$ cat config.mk
export PLATFORM = sky130hd
export DESIGN_NAME = vae_param_streamer_flat
export DESIGN_NICKNAME = d
export VERILOG_FILES = /design/src/rtl/vae_pkg.sv /design/src/rtl/vae_param_streamer_if.sv /design/src/rtl/vae_param_regfile.sv /design/src/rtl/vae_param_streamer.sv /design/src/flat_wrapper.sv
export SDC_FILE = /design/constraint.sdc
export NUM_CORES = 2
export LEC_CHECK = 0
export CELL_PAD_IN_SITES_DETAIL_PLACEMENT = 0
export CELL_PAD_IN_SITES_GLOBAL_PLACEMENT = 1
export CORE_UTILIZATION = 51
export CTS_BUF_LIST = sky130_fd_sc_hd__clkbuf_16
export DETAILED_ROUTE_END_ITERATION = 8
export HOLD_SLACK_MARGIN = 0.15
export PLACE_DENSITY = 0.87
export SLEW_MARGIN = 10
export SYNTH_ARGS = -nofsm -noshare
export SYNTH_HDL_FRONTEND = slang
export SYNTH_HIERARCHICAL = 1
export SYNTH_SLANG_ARGS = --single-unit
$ cat constraint.sdc
create_clock -name clk -period 4.3 [get_ports clk]
set_input_delay 0.43 -clock clk [delete_from_list [all_inputs] [get_ports clk]]
set_output_delay 0.43 -clock clk [all_outputs]
set_load 0.005 [all_outputs]
$ cat src/rtl/vae_pkg.sv
// Shared sizes, config address map and sequencer states for the forward-VAE parameter streamer.
package vae_pkg;
    localparam int DATA_WIDTH = 16;
    localparam int N_IN       = 9;
    localparam int N_OUT      = 9;
    localparam int N_ENC_B    = 4;
    localparam int ENC_IDX_W  = $clog2(N_IN);

    localparam logic [7:0] XJ_BASE  = 8'h00;
    localparam logic [7:0] MW1_BASE = 8'h10;
    localparam logic [7:0] MW2_BASE = 8'h20;
    localparam logic [7:0] VW1_BASE = 8'h30;
    localparam logic [7:0] VW2_BASE = 8'h40;
    localparam logic [7:0] EB_BASE  = 8'h50;
    localparam logic [7:0] D0_BASE  = 8'h60;
    localparam logic [7:0] D1_BASE  = 8'h70;
    localparam logic [7:0] DB_BASE  = 8'h80;

    typedef enum logic [2:0] {IDLE, ENC, GAP, DEC, WAIT, CAP} state_t;

    function automatic logic addr_hit(input logic [7:0] addr, input logic [7:0] base, input int idx);
        return addr == (base + idx[7:0]);
    endfunction
endpackage

$ cat src/rtl/vae_param_streamer_if.sv
// Link between the parameter streamer and top_forward_vae: beat outputs, static biases, done/a3 return.
interface vae_param_streamer_if;
    import vae_pkg::*;

    logic                        start;
    logic [DATA_WIDTH-1:0]       xj;
    logic [DATA_WIDTH-1:0]       nnl2_mean_w1j;
    logic [DATA_WIDTH-1:0]       nnl2_mean_w2j;
    logic [DATA_WIDTH-1:0]       nnl2_var_w1j;
    logic [DATA_WIDTH-1:0]       nnl2_var_w2j;
    logic [DATA_WIDTH-1:0]       nnl2_mean_b1;
    logic [DATA_WIDTH-1:0]       nnl2_mean_b2;
    logic [DATA_WIDTH-1:0]       nnl2_var_b1;
    logic [DATA_WIDTH-1:0]       nnl2_var_b2;
    logic [N_OUT*DATA_WIDTH-1:0] nnl3_w_bus;
    logic [N_OUT*DATA_WIDTH-1:0] nnl3_b_bus;
    logic                        done;
    logic [N_OUT*DATA_WIDTH-1:0] a3_bus;

    modport master (
        output start, xj, nnl2_mean_w1j, nnl2_mean_w2j, nnl2_var_w1j, nnl2_var_w2j,
        output nnl2_mean_b1, nnl2_mean_b2, nnl2_var_b1, nnl2_var_b2, nnl3_w_bus, nnl3_b_bus,
        input  done, a3_bus
    );

    modport slave (
        input  start, xj, nnl2_mean_w1j, nnl2_mean_w2j, nnl2_var_w1j, nnl2_var_w2j,
        input  nnl2_mean_b1, nnl2_mean_b2, nnl2_var_b1, nnl2_var_b2, nnl3_w_bus, nnl3_b_bus,
        output done, a3_bus
    );
endinterface

$ cat src/rtl/vae_param_regfile.sv
// Parameter table for one inference: config-bus write decode, encoder words read by beat index,
// decoder rows and all biases presented in parallel.
module vae_param_regfile
    import vae_pkg::*;
(
    input  logic                        clk,
    input  logic                        rst,
    input  logic                        we,
    input  logic [7:0]                  addr,
    input  logic [DATA_WIDTH-1:0]       wdata,
    input  logic [ENC_IDX_W-1:0]        enc_idx,
    output logic [DATA_WIDTH-1:0]       xj,
    output logic [DATA_WIDTH-1:0]       mean_w1,
    output logic [DATA_WIDTH-1:0]       mean_w2,
    output logic [DATA_WIDTH-1:0]       var_w1,
    output logic [DATA_WIDTH-1:0]       var_w2,
    output logic [DATA_WIDTH-1:0]       mean_b1,
    output logic [DATA_WIDTH-1:0]       mean_b2,
    output logic [DATA_WIDTH-1:0]       var_b1,
    output logic [DATA_WIDTH-1:0]       var_b2,
    output logic [N_OUT*DATA_WIDTH-1:0] dec_row0,
    output logic [N_OUT*DATA_WIDTH-1:0] dec_row1,
    output logic [N_OUT*DATA_WIDTH-1:0] dec_bias
);
    localparam logic [ENC_IDX_W-1:0] ENC_LIM = ENC_IDX_W'(N_IN);

    logic [DATA_WIDTH-1:0] x_reg   [N_IN];
    logic [DATA_WIDTH-1:0] mw1_reg [N_IN];
    logic [DATA_WIDTH-1:0] mw2_reg [N_IN];
    logic [DATA_WIDTH-1:0] vw1_reg [N_IN];
    logic [DATA_WIDTH-1:0] vw2_reg [N_IN];
    logic [DATA_WIDTH-1:0] eb_reg  [N_ENC_B];
    logic [DATA_WIDTH-1:0] d0_reg  [N_OUT];
    logic [DATA_WIDTH-1:0] d1_reg  [N_OUT];
    logic [DATA_WIDTH-1:0] db_reg  [N_OUT];

    always_ff @(posedge clk or negedge rst) begin
        if (!rst) begin
            for (int k = 0; k < N_IN; k++) begin
                x_reg[k]   <= '0;
                mw1_reg[k] <= '0;
                mw2_reg[k] <= '0;
                vw1_reg[k] <= '0;
                vw2_reg[k] <= '0;
            end
            for (int k = 0; k < N_ENC_B; k++) eb_reg[k] <= '0;
            for (int k = 0; k < N_OUT; k++) begin
                d0_reg[k] <= '0;
                d1_reg[k] <= '0;
                db_reg[k] <= '0;
            end
        end else if (we) begin
            // Unmapped addresses match no entry and fall through untouched.
            for (int k = 0; k < N_IN; k++) begin
                if (addr_hit(addr, XJ_BASE,  k)) x_reg[k]   <= wdata;
                if (addr_hit(addr, MW1_BASE, k)) mw1_reg[k] <= wdata;
                if (addr_hit(addr, MW2_BASE, k)) mw2_reg[k] <= wdata;
                if (addr_hit(addr, VW1_BASE, k)) vw1_reg[k] <= wdata;
                if (addr_hit(addr, VW2_BASE, k)) vw2_reg[k] <= wdata;
            end
            for (int k = 0; k < N_ENC_B; k++) begin
                if (addr_hit(addr, EB_BASE, k)) eb_reg[k] <= wdata;
            end
            for (int k = 0; k < N_OUT; k++) begin
                if (addr_hit(addr, D0_BASE, k)) d0_reg[k] <= wdata;
                if (addr_hit(addr, D1_BASE, k)) d1_reg[k] <= wdata;
                if (addr_hit(addr, DB_BASE, k)) db_reg[k] <= wdata;
            end
        end
    end

    assign xj      = (enc_idx < ENC_LIM) ? x_reg[enc_idx]   : '0;
    assign mean_w1 = (enc_idx < ENC_LIM) ? mw1_reg[enc_idx] : '0;
    assign mean_w2 = (enc_idx < ENC_LIM) ? mw2_reg[enc_idx] : '0;
    assign var_w1  = (enc_idx < ENC_LIM) ? vw1_reg[enc_idx] : '0;
    assign var_w2  = (enc_idx < ENC_LIM) ? vw2_reg[enc_idx] : '0;

    assign mean_b1 = eb_reg[0];
    assign mean_b2 = eb_reg[1];
    assign var_b1  = eb_reg[2];
    assign var_b2  = eb_reg[3];

    for (genvar gi = 0; gi < N_OUT; gi++) begin : g_lane
        assign dec_row0[gi*DATA_WIDTH +: DATA_WIDTH] = d0_reg[gi];
        assign dec_row1[gi*DATA_WIDTH +: DATA_WIDTH] = d1_reg[gi];
        assign dec_bias[gi*DATA_WIDTH +: DATA_WIDTH] = db_reg[gi];
    end
endmodule

$ cat src/rtl/vae_param_streamer.sv
// Plays one inference's parameters into top_forward_vae on its fixed beat schedule, then waits
// for done (bounded by TIMEOUT) and captures the nine a3 results.
module vae_param_streamer
    import vae_pkg::*;
#(
    parameter int DEC_OFFSET = 25,
    parameter int TIMEOUT    = 64
) (
    input  logic                        clk,
    input  logic                        rst,
    input  logic                        cfg_we,
    input  logic [7:0]                  cfg_addr,
    input  logic [DATA_WIDTH-1:0]       cfg_wdata,
    input  logic                        go,
    output logic                        busy,
    vae_param_streamer_if.master        vae,
    output logic [N_OUT*DATA_WIDTH-1:0] res_bus,
    output logic                        res_valid,
    output logic                        timeout_err
);
    localparam int CW = $clog2(TIMEOUT + 1);
    // cnt_reg holds the cycle index (start beat = 0) of what the outputs currently show.
    localparam logic [CW-1:0] ENC_LAST_C = CW'(N_IN - 1);
    localparam logic [CW-1:0] ROW0_PREV_C = CW'(DEC_OFFSET - 1);
    localparam logic [CW-1:0] ROW0_C     = CW'(DEC_OFFSET);
    localparam logic [CW-1:0] TMO_LAST_C = CW'(TIMEOUT - 1);

    state_t                      state_reg;
    logic [CW-1:0]               cnt_reg;
    logic                        busy_reg;
    logic                        start_reg;
    logic [DATA_WIDTH-1:0]       xj_reg, mw1_reg, mw2_reg, vw1_reg, vw2_reg;
    logic [N_OUT*DATA_WIDTH-1:0] w_bus_reg;
    logic [N_OUT*DATA_WIDTH-1:0] res_reg;
    logic                        res_valid_reg;
    logic                        timeout_reg;

    logic [CW-1:0]               cnt_inc;
    logic [ENC_IDX_W-1:0]        rd_idx;
    logic [DATA_WIDTH-1:0]       rf_xj, rf_mw1, rf_mw2, rf_vw1, rf_vw2;
    logic [N_OUT*DATA_WIDTH-1:0] rf_row0, rf_row1;

    assign cnt_inc = cnt_reg + 1'b1;
    assign rd_idx  = (state_reg == ENC) ? cnt_inc[ENC_IDX_W-1:0] : '0;

    vae_param_regfile u_regfile (
        .clk      (clk),
        .rst      (rst),
        .we       (cfg_we & ~busy_reg),
        .addr     (cfg_addr),
        .wdata    (cfg_wdata),
        .enc_idx  (rd_idx),
        .xj       (rf_xj),
        .mean_w1  (rf_mw1),
        .mean_w2  (rf_mw2),
        .var_w1   (rf_vw1),
        .var_w2   (rf_vw2),
        .mean_b1  (vae.nnl2_mean_b1),
        .mean_b2  (vae.nnl2_mean_b2),
        .var_b1   (vae.nnl2_var_b1),
        .var_b2   (vae.nnl2_var_b2),
        .dec_row0 (rf_row0),
        .dec_row1 (rf_row1),
        .dec_bias (vae.nnl3_b_bus)
    );

    always_ff @(posedge clk or negedge rst) begin
        if (!rst) begin
            state_reg     <= IDLE;
            cnt_reg       <= '0;
            busy_reg      <= 1'b0;
            start_reg     <= 1'b0;
            xj_reg        <= '0;
            mw1_reg       <= '0;
            mw2_reg       <= '0;
            vw1_reg       <= '0;
            vw2_reg       <= '0;
            w_bus_reg     <= '0;
            res_reg       <= '0;
            res_valid_reg <= 1'b0;
            timeout_reg   <= 1'b0;
        end else begin
            // Beat outputs default to zero so nothing stale survives past its beat.
            start_reg     <= 1'b0;
            xj_reg        <= '0;
            mw1_reg       <= '0;
            mw2_reg       <= '0;
            vw1_reg       <= '0;
            vw2_reg       <= '0;
            w_bus_reg     <= '0;
            res_valid_reg <= 1'b0;
            case (state_reg)
                IDLE: begin
                    if (go) begin
                        state_reg   <= ENC;
                        busy_reg    <= 1'b1;
                        cnt_reg     <= '0;
                        timeout_reg <= 1'b0;
                        start_reg   <= 1'b1;
                        xj_reg      <= rf_xj;
                        mw1_reg     <= rf_mw1;
                        mw2_reg     <= rf_mw2;
                        vw1_reg     <= rf_vw1;
                        vw2_reg     <= rf_vw2;
                    end
                end
                ENC: begin
                    cnt_reg <= cnt_inc;
                    if (cnt_reg < ENC_LAST_C) begin
                        xj_reg  <= rf_xj;
                        mw1_reg <= rf_mw1;
                        mw2_reg <= rf_mw2;
                        vw1_reg <= rf_vw1;
                        vw2_reg <= rf_vw2;
                    end else if (cnt_reg == ROW0_PREV_C) begin
                        w_bus_reg <= rf_row0;
                        state_reg <= DEC;
                    end else begin
                        state_reg <= GAP;
                    end
                end
                GAP: begin
                    cnt_reg <= cnt_inc;
                    if (cnt_reg == ROW0_PREV_C) begin
                        w_bus_reg <= rf_row0;
                        state_reg <= DEC;
                    end
                end
                DEC: begin
                    cnt_reg <= cnt_inc;
                    if (cnt_reg == ROW0_C) w_bus_reg <= rf_row1;
                    else state_reg <= WAIT;
                end
                WAIT: begin
                    cnt_reg <= cnt_inc;
                    if (vae.done) begin
                        res_reg       <= vae.a3_bus;
                        res_valid_reg <= 1'b1;
                        state_reg     <= CAP;
                    end else if (cnt_reg == TMO_LAST_C) begin
                        timeout_reg <= 1'b1;
                        busy_reg    <= 1'b0;
                        state_reg   <= IDLE;
                    end
                end
                CAP: begin
                    busy_reg  <= 1'b0;
                    state_reg <= IDLE;
                end
                default: begin
                    busy_reg  <= 1'b0;
                    state_reg <= IDLE;
                end
            endcase
        end
    end

    assign busy              = busy_reg;
    assign vae.start         = start_reg;
    assign vae.xj            = xj_reg;
    assign vae.nnl2_mean_w1j = mw1_reg;
    assign vae.nnl2_mean_w2j = mw2_reg;
    assign vae.nnl2_var_w1j  = vw1_reg;
    assign vae.nnl2_var_w2j  = vw2_reg;
    assign vae.nnl3_w_bus    = w_bus_reg;
    assign res_bus           = res_reg;
    assign res_valid         = res_valid_reg;
    assign timeout_err       = timeout_reg;
endmodule

$ cat src/flat_wrapper.sv
// flat-port wrapper written by rule: the top's interface ports become plain ports
module vae_param_streamer_flat import vae_pkg::*;
#(
    parameter int DEC_OFFSET = 25,
    parameter int TIMEOUT    = 64
)
  (clk, rst, cfg_we, cfg_addr, cfg_wdata, go, busy, res_bus, res_valid, timeout_err, vae_start, vae_xj, vae_nnl2_mean_w1j, vae_nnl2_mean_w2j, vae_nnl2_var_w1j, vae_nnl2_var_w2j, vae_nnl2_mean_b1, vae_nnl2_mean_b2, vae_nnl2_var_b1, vae_nnl2_var_b2, vae_nnl3_w_bus, vae_nnl3_b_bus, vae_done, vae_a3_bus);
  vae_param_streamer_if vae_i ();
  input  logic clk;
  input  logic rst;
  input  logic cfg_we;
  input  logic [7:0] cfg_addr;
  input  logic [DATA_WIDTH-1:0] cfg_wdata;
  input  logic go;
  output logic busy;
  output logic [N_OUT*DATA_WIDTH-1:0] res_bus;
  output logic res_valid;
  output logic timeout_err;
  output wire logic [$bits(vae_i.start)-1:0] vae_start;
  output wire logic [$bits(vae_i.xj)-1:0] vae_xj;
  output wire logic [$bits(vae_i.nnl2_mean_w1j)-1:0] vae_nnl2_mean_w1j;
  output wire logic [$bits(vae_i.nnl2_mean_w2j)-1:0] vae_nnl2_mean_w2j;
  output wire logic [$bits(vae_i.nnl2_var_w1j)-1:0] vae_nnl2_var_w1j;
  output wire logic [$bits(vae_i.nnl2_var_w2j)-1:0] vae_nnl2_var_w2j;
  output wire logic [$bits(vae_i.nnl2_mean_b1)-1:0] vae_nnl2_mean_b1;
  output wire logic [$bits(vae_i.nnl2_mean_b2)-1:0] vae_nnl2_mean_b2;
  output wire logic [$bits(vae_i.nnl2_var_b1)-1:0] vae_nnl2_var_b1;
  output wire logic [$bits(vae_i.nnl2_var_b2)-1:0] vae_nnl2_var_b2;
  output wire logic [$bits(vae_i.nnl3_w_bus)-1:0] vae_nnl3_w_bus;
  output wire logic [$bits(vae_i.nnl3_b_bus)-1:0] vae_nnl3_b_bus;
  input wire logic [$bits(vae_i.done)-1:0] vae_done;
  input wire logic [$bits(vae_i.a3_bus)-1:0] vae_a3_bus;
  assign vae_start = vae_i.start;
  assign vae_xj = vae_i.xj;
  assign vae_nnl2_mean_w1j = vae_i.nnl2_mean_w1j;
  assign vae_nnl2_mean_w2j = vae_i.nnl2_mean_w2j;
  assign vae_nnl2_var_w1j = vae_i.nnl2_var_w1j;
  assign vae_nnl2_var_w2j = vae_i.nnl2_var_w2j;
  assign vae_nnl2_mean_b1 = vae_i.nnl2_mean_b1;
  assign vae_nnl2_mean_b2 = vae_i.nnl2_mean_b2;
  assign vae_nnl2_var_b1 = vae_i.nnl2_var_b1;
  assign vae_nnl2_var_b2 = vae_i.nnl2_var_b2;
  assign vae_nnl3_w_bus = vae_i.nnl3_w_bus;
  assign vae_nnl3_b_bus = vae_i.nnl3_b_bus;
  assign vae_i.done = vae_done;
  assign vae_i.a3_bus = vae_a3_bus;
  vae_param_streamer #(.DEC_OFFSET(DEC_OFFSET), .TIMEOUT(TIMEOUT)) u_core (.clk(clk), .rst(rst), .cfg_we(cfg_we), .cfg_addr(cfg_addr), .cfg_wdata(cfg_wdata), .go(go), .busy(busy), .vae(vae_i), .res_bus(res_bus), .res_valid(res_valid), .timeout_err(timeout_err));
endmodule
==> metrics <==
Starting Density between 50% and 60%; Clock Latency Late Sink about 810 ps; result of the run finished, final reports clean; die width 361.8 um; count of synthesis-stage warnings from yosys 6; Seq/Total Area, Yosys 60.57%; number of cells produced by synthesis 4,396; Post-Syn Nets 4,572; number of synthesized register bits ~1,600; worst path bufs/invs 2; Die Height 361.8 um; Arrival @ worst endpoint 4080 ps; # Post-CTS Setup Buffers 0; clock tree buffer depth 3; power density over the cells 469.7 nW/um2; CP delay by family, top simple AND/OR/NAND/NOR gates; number of buffers added on ports 752; growth of design area from synthesis to finish 21.43%; total number of vias between 30,000 and 40,000; share of post-route cells with drive strength above 1 35.18%; fill cell total of the finished layout 9,506; Final Slew Violations 0; total area of sequential cells 39,990 um2; first-pass GRT wire length 271.5 mm; worst-case vdd ir drop roughly 440 uV; final hold violation count 0; cell breakdown of the critical path inv_1 > ha_1 > and3_1 > nor2b_4 > buf_4 > a22o_1 > o31ai_1 > and2_1; CP Data Required Time 4970 ps; # DRC 0; number of top-level pins between 700 and 800; worst setup margin a little under 900 ps; element type at the critical path end register; synth cell count leaders 1,598 x dfrtp_1, 1,360 x mux2_2, 287 x mux2i_1; final setup violating endpoints 0; total wire length between 150 and 200 mm; share of the synthesized area in the top cell type 60.57%; top-count cell post-synth dfrtp_1; final critical path time including I/O delays and setup 3411 ps; setup repair after global routing missed its margin false; Syn Area/Cell 15.02 um2; Floorplan Core Area 128,000 um2; global-route usage over all layers between 20 and 30%; Multi-input gate area 24,330 um2; worst hold-check path type input pin to register; Setup TNS 0 ps; number of resized instances in the post-cts repair step 0; TritonRoute pass-1 iters 7; largest net degree at the start of global routing 146; final core area utilization around 63%; type of the worst setup path register to register; number of H-tree levels 4; Antenna Violating Nets Remaining 0; most common flop cell mapped by yosys dfrtp_1; routed len/inst 26.31 um; number of global-route vias before repair about 42,000; leftover overflow at the end of global routing 0; standard-cell rows around 130; via density per instance about 5.8; cell leakage power 39.08 nW; clock skew after layout 33.14 ps; biggest area contributors in the synthesized netlist dfrtp_1 61%, mux2_2 23%, mux2i_1 4.4%; kind of start point of the critical path register; fmax 0.2932 GHz; Post-synth EDFFs 0; clock tree root buffer cell clkbuf_16; routability congestion estimate 0.8050; initial antenna violation count 14; netlist area before placement 66,020 um2; maximum fanout count along the critical path 21; die area 130,900 um2; DRC marker count from the first detailed-route iteration 2,571; Post-Place Setup Slack between 600 and 700 ps; DP Wirelength 110.9 mm; Design Area, Final 80,160 um2; worst-path cell with the longest stage delay and3_1; fraction of registers with async set or reset after synthesis 100.0%; count of clock tree sinks 1,598; Layout Nets 5,221; cell accounting for the most synthesized area dfrtp_1; Final Instance Count excl. Fillers 6,906; cell count after placement between 6,000 and 7,000; TritonCTS clock tree done; share of the clock period used by the worst path 79.32%; clock slew at the register clock pins of the worst setup and hold paths 60 ps; worst-margin pin slew 1154 ps; number of clock buffers inserted by TritonCTS 168; Netlist cell types 66; maxcap violations 0; headroom to the max-slew limit 23.08%; post-place instance area ~75,000 um2; worst stage delay on the critical path 700 ps
==> cell type report <==
| class | instances | area share (%) |
|---|---|---|
| diodes | 4 | 0.01249 |
| clock inverters | 128 | 0.9646 |
| multi-input cells | 2408 | 30.35 |
| inverters | 4 | 0.01873 |
| flip-flops and latches | 1598 | 49.88 |
| repair buffers | 865 | 10.77 |
| well taps | 1729 | 2.699 |
| clock buffers | 170 | 5.307 |
==> final timing paths <==
check | startpoint | end | slack [ps] | cells after the start
min reg2reg | u_core/u_regfile/dec_row0[141]$_DFFE_PN0P_ | u_core/vae.nnl3_w_bus[141]$_DFF_PN0_ | 470 | 1
min | vae_a3_bus[82] | u_core/res_bus[82]$_DFFE_PN0P_ | 250 | 2
max reg2reg | u_core/cnt_reg[0]$_DFFE_PN0P_ | u_core/vae.nnl2_mean_w1j[9]$_DFF_PN0_ | 890 | 8
max in group asynchronous | rst | u_core/u_regfile/mw2_reg[17]$_DFFE_PN0P_ | 2550 | 3
max | u_core/cnt_reg[0]$_DFFE_PN0P_ | u_core/vae.nnl2_mean_w1j[9]$_DFF_PN0_ | 890 | 8
min in group asynchronous | rst | u_core/res_bus[36]$_DFFE_PN0P_ | 270 | 2
==> logic make-up (layout without fill, tap and decap cells) <==
group	Yosys count	count (layout)	synth area share, %
multiplexers	1664	1664	28.13
flip-flops	1598	1598	60.57
AO/OA/AOI/OAI	404	404	5.076
buffers and inverters	390	1167	2.724
AND/OR/NAND/NOR	335	335	3.413
adder cells (fa/ha/maj)	3	3	0.05687
XOR/XNOR	2	2	0.02654
other	0	4	0
==> repair_timing <==
| item | 4_1_cts | 5_1_grt |
|---|---|---|
| setup endpoints to repair | 0 | 0 |
| hold buffers | 1 | 0 |
| endpoints found under the hold margin | 101 | 0 |
==> stage by stage <==
stage | total power, mW | hold slack [ps]
global placement | 24.53 | 450.7
floorplan | 20.93 | 134.4
finish | 37.65 | 248.5
global route | 39.09 | 222.5
CTS | 38.01 | 195.4
detailed placement | 24.58 | 457.0
==> power breakdown <==
group | internal, mW | switching, mW | total [mW]
combinational | 3.75 | 4.62 | 8.37
sequential | 15.6 | 0.345 | 15.9
clock | 7.36 | 6.01 | 13.4
total | 26.7 | 11.0 | 37.7
==> metal layers <==
layer | GRT usage, % | part of all wire (%) | wire length (um)
met5 | 0 | 0.038 | 69
met4 | 12.01 | 4.2 | 7674
met3 | 5.124 | 5.1 | 9214
met2 | 47.46 | 50 | 91680
met1 | 34.48 | 40 | 73090
==> layout by cell type, fill, tap and decap left out, drive strengths merged, types with 49 or more instances in the layout <==
master	n
clkdlybuf4s50	735
clkbuf	170
nand2	90
mux2i	287
o31ai	63
mux2	1360
inv	49
buf	129
a22o	270
dfrtp	1598
clkinv	77
and2	83
Power figures use the tool's default switching activity.
